===== src/rtl/date_edit_ctrl.sv =====
`default_nettype none
// ---------------------------------------------------------------------------
// date_edit_ctrl : BCD date registers with push-button editing and RTC write-back.
// Optional DIAS_MES_EN: month/year-dependent day maximum. Revision 1.0
// ---------------------------------------------------------------------------
module date_edit_ctrl #(
  parameter logic [7:0] DD_RST = 8'h01,
  parameter logic [7:0] M_RST  = 8'h01,
  parameter logic [7:0] AN_RST = 8'h00
) (
  input  logic       clk,
  input  logic       reset,
  input  logic       btn_prog,
  input  logic       btn_up,
  input  logic       btn_down,
  input  logic       btn_right,
  input  logic       btn_left,
  input  logic       rtc_valid,
  input  logic [7:0] rtc_dd,
  input  logic [7:0] rtc_mm,
  input  logic [7:0] rtc_an,
  input  logic       wr_ack,
  output logic [7:0] digit_DD,
  output logic [7:0] digit_M,
  output logic [7:0] digit_AN,
  output logic       Prog_on,
  output logic [3:0] Cursor,
  output logic       wr_req
);

  localparam logic [1:0] ST_IDLE   = 2'd0;
  localparam logic [1:0] ST_EDIT   = 2'd1;
  localparam logic [1:0] ST_COMMIT = 2'd2;

  localparam logic [3:0] CUR_DAY  = 4'd3;
  localparam logic [3:0] CUR_MON  = 4'd4;
  localparam logic [3:0] CUR_YEAR = 4'd5;

  logic [1:0] state;
  logic [1:0] state_next;
  logic [3:0] cursor;
  logic [3:0] cursor_next;
  logic [7:0] dd_next;
  logic [7:0] m_next;
  logic [7:0] an_next;
  logic [7:0] day_lim;

  // Bit order {prog, up, down, right, left}; btn_s is the input register, btn_q its history.
  logic [4:0] btn_s;
  logic [4:0] btn_q;
  logic [4:0] btn_rise;
  logic       act_prog;
  logic       act_up;
  logic       act_down;
  logic       act_right;
  logic       act_left;

  assign btn_rise  = btn_s & ~btn_q;
  assign act_prog  = btn_rise[4];
  assign act_up    = btn_rise[3] & ~btn_rise[4];
  assign act_down  = btn_rise[2] & ~|btn_rise[4:3];
  assign act_right = btn_rise[1] & ~|btn_rise[4:2];
  assign act_left  = btn_rise[0] & ~|btn_rise[4:1];

  function automatic logic [7:0] sat_nib(input logic [7:0] v);
    sat_nib = {(v[7:4] > 4'd9) ? 4'd9 : v[7:4], (v[3:0] > 4'd9) ? 4'd9 : v[3:0]};
  endfunction

  function automatic logic [7:0] bcd_inc(input logic [7:0] v);
    if (v[3:0] >= 4'd9) bcd_inc = {v[7:4] + 4'd1, 4'd0};
    else                bcd_inc = {v[7:4], v[3:0] + 4'd1};
  endfunction

  function automatic logic [7:0] bcd_dec(input logic [7:0] v);
    if (v[3:0] == 4'd0) bcd_dec = {v[7:4] - 4'd1, 4'd9};
    else                bcd_dec = {v[7:4], v[3:0] - 4'd1};
  endfunction

  // Out-of-range values are pulled into [lo, hi] first, then stepped with wrap.
  function automatic logic [7:0] bcd_step(input logic [7:0] v, input logic [7:0] lo,
                                          input logic [7:0] hi, input logic up);
    logic [7:0] s;
    s = sat_nib(v);
    if (s > hi)      s = hi;
    else if (s < lo) s = lo;
    if (up) bcd_step = (s == hi) ? lo : bcd_inc(s);
    else    bcd_step = (s == lo) ? hi : bcd_dec(s);
  endfunction

`ifdef DIAS_MES_EN
  function automatic logic is_leap(input logic [7:0] y);
    if (y[4]) is_leap = (y[3:0] == 4'd2) || (y[3:0] == 4'd6);
    else      is_leap = (y[3:0] == 4'd0) || (y[3:0] == 4'd4) || (y[3:0] == 4'd8);
  endfunction

  always_comb begin
    day_lim = 8'h31;
    case (m_next)
      8'h02:                      day_lim = is_leap(an_next) ? 8'h29 : 8'h28;
      8'h04, 8'h06, 8'h09, 8'h11: day_lim = 8'h30;
      default:                    day_lim = 8'h31;
    endcase
  end
`else
  assign day_lim = 8'h31;
`endif

  always_ff @(posedge clk) begin
    if (reset) state <= ST_IDLE;
    else       state <= state_next;
  end

  always_comb begin
    state_next = state;
    case (state)
      ST_IDLE:   if (act_prog) state_next = ST_EDIT;
      ST_EDIT:   if (act_prog) state_next = ST_COMMIT;
      ST_COMMIT: if (wr_ack)   state_next = ST_IDLE;
      default:   state_next = ST_IDLE;
    endcase
  end

  always_comb begin
    Prog_on = (state == ST_EDIT);
    Cursor  = (state == ST_EDIT) ? cursor : 4'd0;
    wr_req  = (state == ST_COMMIT);
  end

  always_comb begin
    m_next      = digit_M;
    an_next     = digit_AN;
    cursor_next = cursor;
    case (state)
      ST_IDLE: begin
        if (act_prog) cursor_next = CUR_DAY;
        if (rtc_valid) begin
          m_next  = rtc_mm;
          an_next = rtc_an;
        end
      end
      ST_EDIT: begin
        if (act_up || act_down) begin
          if (cursor == CUR_MON)  m_next  = bcd_step(digit_M, 8'h01, 8'h12, act_up);
          if (cursor == CUR_YEAR) an_next = bcd_step(digit_AN, 8'h00, 8'h99, act_up);
        end else if (act_right) begin
          cursor_next = (cursor >= CUR_YEAR) ? CUR_DAY : cursor + 4'd1;
        end else if (act_left) begin
          cursor_next = (cursor <= CUR_DAY) ? CUR_YEAR : cursor - 4'd1;
        end
      end
      default: ;
    endcase
  end

  always_comb begin
    dd_next = digit_DD;
    case (state)
      ST_IDLE: if (rtc_valid) dd_next = rtc_dd;
      ST_EDIT: begin
        if ((act_up || act_down) && (cursor == CUR_DAY))
          dd_next = bcd_step(digit_DD, 8'h01, day_lim, act_up);
`ifdef DIAS_MES_EN
        if ((act_up || act_down) && ((cursor == CUR_MON) || (cursor == CUR_YEAR))
            && (digit_DD > day_lim))
          dd_next = day_lim;
`endif
      end
      default: ;
    endcase
  end

  always_ff @(posedge clk) begin
    if (reset) begin
      btn_s    <= 5'd0;
      btn_q    <= 5'd0;
      cursor   <= CUR_DAY;
      digit_DD <= DD_RST;
      digit_M  <= M_RST;
      digit_AN <= AN_RST;
    end else begin
      btn_s    <= {btn_prog, btn_up, btn_down, btn_right, btn_left};
      btn_q    <= btn_s;
      cursor   <= cursor_next;
      digit_DD <= dd_next;
      digit_M  <= m_next;
      digit_AN <= an_next;
    end
  end

endmodule
`default_nettype wire


===== config.mk =====
export PLATFORM = sky130hd
export DESIGN_NAME = date_edit_ctrl
export DESIGN_NICKNAME = d
export VERILOG_FILES = /design/src/rtl/date_edit_ctrl.sv
export SDC_FILE = /design/constraint.sdc
export NUM_CORES = 1
export LEC_CHECK = 0
export ABC_AREA = 1
export ABC_CLOCK_PERIOD_IN_PS = 5920
export CAP_MARGIN = 10
export CORE_MARGIN = 4
export CORE_UTILIZATION = 58
export CTS_CLUSTER_SIZE = 16
export DETAILED_ROUTE_END_ITERATION = 12
export PLACE_DENSITY = 0.87
export SYNTH_ARGS = -nofsm -noshare
export SYNTH_HDL_FRONTEND = slang
export SYNTH_SLANG_ARGS = --single-unit

===== constraint.sdc =====
create_clock -name clk -period 5.92 [get_ports clk]
set_input_delay 1.48 -clock clk [delete_from_list [all_inputs] [get_ports clk]]
set_output_delay 1.48 -clock clk [all_outputs]
set_load 0.01 [all_outputs]

## Word-level counts from Yosys, hierarchy flattened

Index checks and enable logic that the tools add are counted.

- Input port bits: 33
- Register bits: 40

- Multiplexer cells: 58
- Eq/ne operators: 20
- Reduce and logical (&&, ||, !) cells: 19
- $add $sub $neg: 14
- Magnitude comparators: 17
- Bitwise gates (word level): 7

Operator list:

| cell | number |
|---|---|
| 2-to-1 mux 8 bit | 37 |
| 2-to-1 mux 4 bit | 13 |
| one-hot mux 8 bit (2 select lines) | 3 |
| adder 4 x 1 -> 4 bit (second input constant) | 7 |
| subtractor 4 x 1 -> 4 bit (second input constant) | 7 |
| > comparator 4 bit (second input constant) | 6 |
| less-than comparator 8 x 1 -> 1 bit (second input constant) | 3 |
| == test 8 x 1 -> 1 bit (second input constant) | 2 |
| >= comparator 4 bit (second input constant) | 3 |
| logical NOT 4 bit | 3 |
| AND reduction 4 bit | 3 |
| != test 2 x 1 -> 1 bit (second input constant) | 5 |
| == test 4 x 3 -> 1 bit (second input constant) | 2 |
| == test 8 x 5 -> 1 bit (second input constant) | 1 |
| == test 8 x 6 -> 1 bit (second input constant) | 1 |
| == test 8 bit (second input constant) | 1 |
| > comparator 8 x 5 -> 1 bit (second input constant) | 1 |
| > comparator 8 x 6 -> 1 bit (second input constant) | 1 |
| > comparator 8 bit (second input constant) | 1 |
| logical NOT 8 bit | 1 |
| != test 2 bit (second input constant) | 4 |
| one-hot mux 4 bit (2 select lines) | 1 |
| 2-to-1 mux 2 bit | 3 |
| one-hot mux 2 bit (3 select lines) | 1 |
| 19 further kinds | 25 |

## Depth between registers and ports, before layout

- Word-level depth: 15
- Gate-level depth with buffers: 21

## Worst setup path after synthesis

OpenSTA, ideal clock, no wires.

- Path type: register to output
- Start: reg state[0]
- End: out Cursor[1]
- Required time: 4.440 ns
- Arrival: 0.976 ns
- Cell stages (with the launch flop): 6
- Path buffers: 1
- Slack: 3.464 ns
- Cell sequence: dfxtp_1 -> inv_2 -> nor2_4 -> inv_1 -> clkbuf_1 -> nor2_1

- Cells in the longest elaborated chain, start to end: 2

Ends and longest elaborated chain:

| element | RTL line | text |
|---|---|---|
| start, declared | 39 | `logic [1:0] state;` |
| start signal, assigned | 110 | `else state <= state_next;` |
| == test 2 x 1 -> 1 bit | 125 | `Cursor = (state == ST_EDIT) ? cursor : 4'd0;` |
| 2-to-1 mux 4 bit | 125 |  |
| end, declared | 27 | `output logic [3:0] Cursor,` |

No other way between the ends.

## Worst setup path in the final report

- Start: reg state[0]
- End: out Prog_on

- Cells in the longest elaborated chain, start to end: 1

Ends and longest elaborated chain:

| element | RTL line | text |
|---|---|---|
| == test 2 x 1 -> 1 bit | 124 | `Prog_on = (state == ST_EDIT);` |
| end, declared | 26 | `output logic Prog_on,` |

No other way between the ends.

==> qor.csv <==
metric;value;unit
unrepaired setup endpoints after global routing;no;
VDD IR max;0.000158;V
Psw;0.337;mW
clk_lat worst skew;300;ps
IO Port Bufs;62;
setup TNS;0;ps
hold_buf cts;0;
Combinational Power Share;42.5;%
number of max-cap violations;0;
outcome;complete, no violations;
Crit Path Class;flop to output pin;
dpl ws;2900;ps
count of state elements after synthesis;40;
Flop pwr share;36.3;%
initial DRC count;213;
simple-gate share of the synthesized area;36.9;%
max layer used;met4;
FP Rows;27;
Clk pwr share;21.2;%
Peak Freq;306;MHz
post-synthesis sequential area ratio;23.6;%
Rel. slew slack;39.5;%
XOR/XNOR Fraction of Synth Area;1.29;%
WL per Instance;13.1;µm
DRT Pass-1 Iters;6;
H-tree depth;2;
clk sinks;40;
met3 WL;678;µm
Reg area;801;µm²
total power;0.871;mW
worst setup path startpoint;state[0];
die height;84.5;µm
residual DRC count;0;
Setup violations, final;0;
Avg Cell Area, Syn;6.39;µm²
Final period util;55.2;%
Via density;5.49;
full die area;7140;µm²
Met1 Wirelength;3670;µm
Switching Share;38.7;%
multiplexer share of the synthesized area;0;%
Cell Pwr Density;210;nW/µm²
DP Area;4060;µm²
crit end category;output pin;
final instance area;4150;µm²
Post-Layout Cell Count;663;
post-DP HPWL;6620;µm
Clock transition at path regs;80;ps
GRT Total Usage;24.0;%
final worst setup slack;2650;ps
Worst Max-Slew Pin Slew;905;ps
n_diodes;0;
Final min period;3270;ps
Min-Delay Path Class;flop to flop;
final RePlAce weighted congestion;0.983;
placed instance count;655;
worst r2r src;digit_DD[3];
Final Core Density;74.4;%
clock tree from TritonCTS;done;
Post-CTS Setup Inserts;0;
Power Internal;0.534;mW
final WL;8660;µm
first-pass GRT wire length;14500;µm
most frequent cells in the layout;106 x nand2_1, 67 x inv_1, 65 x nor2_1, 62 x clkdlybuf4s50_1, 40 x dfxtp_1;
post-synthesis adder-cell area fraction;8.48;%
Critical Path RT;4440;ps
Lkg Pwr;1.81;nW
synth warn;0;
Starting Density;60.9;%
Synth area leader;dfxtp_1;
Max Slew Vio Count;0;
clk_skew;8.32;ps
initial antenna violation count;0;
Detail Route Antenna Nets;0;
vias in the first global route;3321;
DR vias;3641;
area of the multi-input gates;2210;µm²
Compound-Gate Fraction of Synth Area;18.1;%
clock buffer depth;2;
core area;5570;µm²
final hold viol count;0;
layout cells sized above 1;12.4;%
Async SR Flop Fraction;0;%
pin count of the biggest net entering global routing;43;
post-synth top area share;23.6;%
CP arrival;1790;ps
Clock Tree Root;clkbuf_8;
Final Hold Slack;413;ps
Die Width;84.5;µm
EDFF count, synth;0;
Hold Crit Start;btn_s[2];
fillcell total;485;
CP Max Fanout;42;
largest family of logic cells by synthesized area;simple AND/OR/NAND/NOR gates;
Area growth syn-to-layout;22.2;%
most common cell after layout, fill and taps aside;nand2_1;
cts bufs inserted;5;
Top FF cell, synth;dfxtp_1;
CP Launch Type;flop;
Area contributors post-synth;dfxtp_1 24%, nand2_1 12%, ha_1 8.5%;
area of the mapped netlist;3390;µm²
total gr overflow;0;
Ports;63;
met2 wire length;4110;µm
Gate Count Post-Synth;531;
post-CTS resize count;0;
Netlist cell types;42;
Nets;646;
[registers in the layout (all words and copies together), names as in the netlist]
name and flops:
btn_s 5, digit_AN 8, cursor 4, state 2
btn_q 5, digit_M 8, digit_DD 8
[layer usage]
metal | up-vias | track usage, %
li1 | 1833 | -
met1 | 1624 | 29.5
met2 | 159 | 41.1
met3 | 25 | 5.59
met4 | 0 | 8.20
met5 | - | 0
[power groups by stage]
stage | clock network, mW | registers (mW) | logic [mW]
after detailed placement | 0 | 0.321 | 0.365
final | 0.185 | 0.316 | 0.370
after floorplan | 0 | 0.320 | 0.257
after CTS | 0.186 | 0.316 | 0.368
after global routing | 0.198 | 0.318 | 0.413
after global placement | 0 | 0.321 | 0.355
[cells by family after synthesis]
logic type                 Yosys count
and+or+nand+nor                    263
AOI/OAI and AO/OA                  100
buffers and inverters               98
DFF                                 40
adders and majority gates           23
xor gates and xnor gates             5
other                                2
[critical path: stages (launching register included)]
cell             delay [ps]
dfxtp_1                 360
inv_2                    60
nor2_4                   80
buf_4                   370
clkdlybuf4s50_1         630
[cell usage after synthesis, types with 5 or more instances]
master / instances
a21oi_1: 37
a21oi_2: 7
a31oi_1: 5
clkbuf_1: 6
dfxtp_1: 40
ha_1: 23
inv_1: 67
inv_2: 16
nand2_1: 106
nand2_2: 10
nand3_1: 33
nand3_2: 5
nand4_1: 7
nor2_1: 65
nor2_2: 7
nor2_4: 5
nor3_1: 10
o211ai_1: 8
o21ai_0: 28
o21ai_1: 6
or2_2: 5
[area by class of cell]
| type | count | share of cell area [%] |
|---|---|---|
| timing repair buffer | 64 | 15.3 |
| tap | 72 | 2.17 |
| sequential | 40 | 19.3 |
| inverter | 85 | 7.72 |
| multi-input combinational | 394 | 53.3 |
| clock buffer | 8 | 2.17 |
[path summary, 6_finish.rpt]
check | cells after the start | slack, ps | end
max | 4 | 2650 | Prog_on
min | 2 | 410 | btn_q[2]
max reg2reg | 19 | 3310 | digit_DD[2]
min reg2reg | 2 | 410 | btn_q[2]
(Power assumes the default switching activity.)
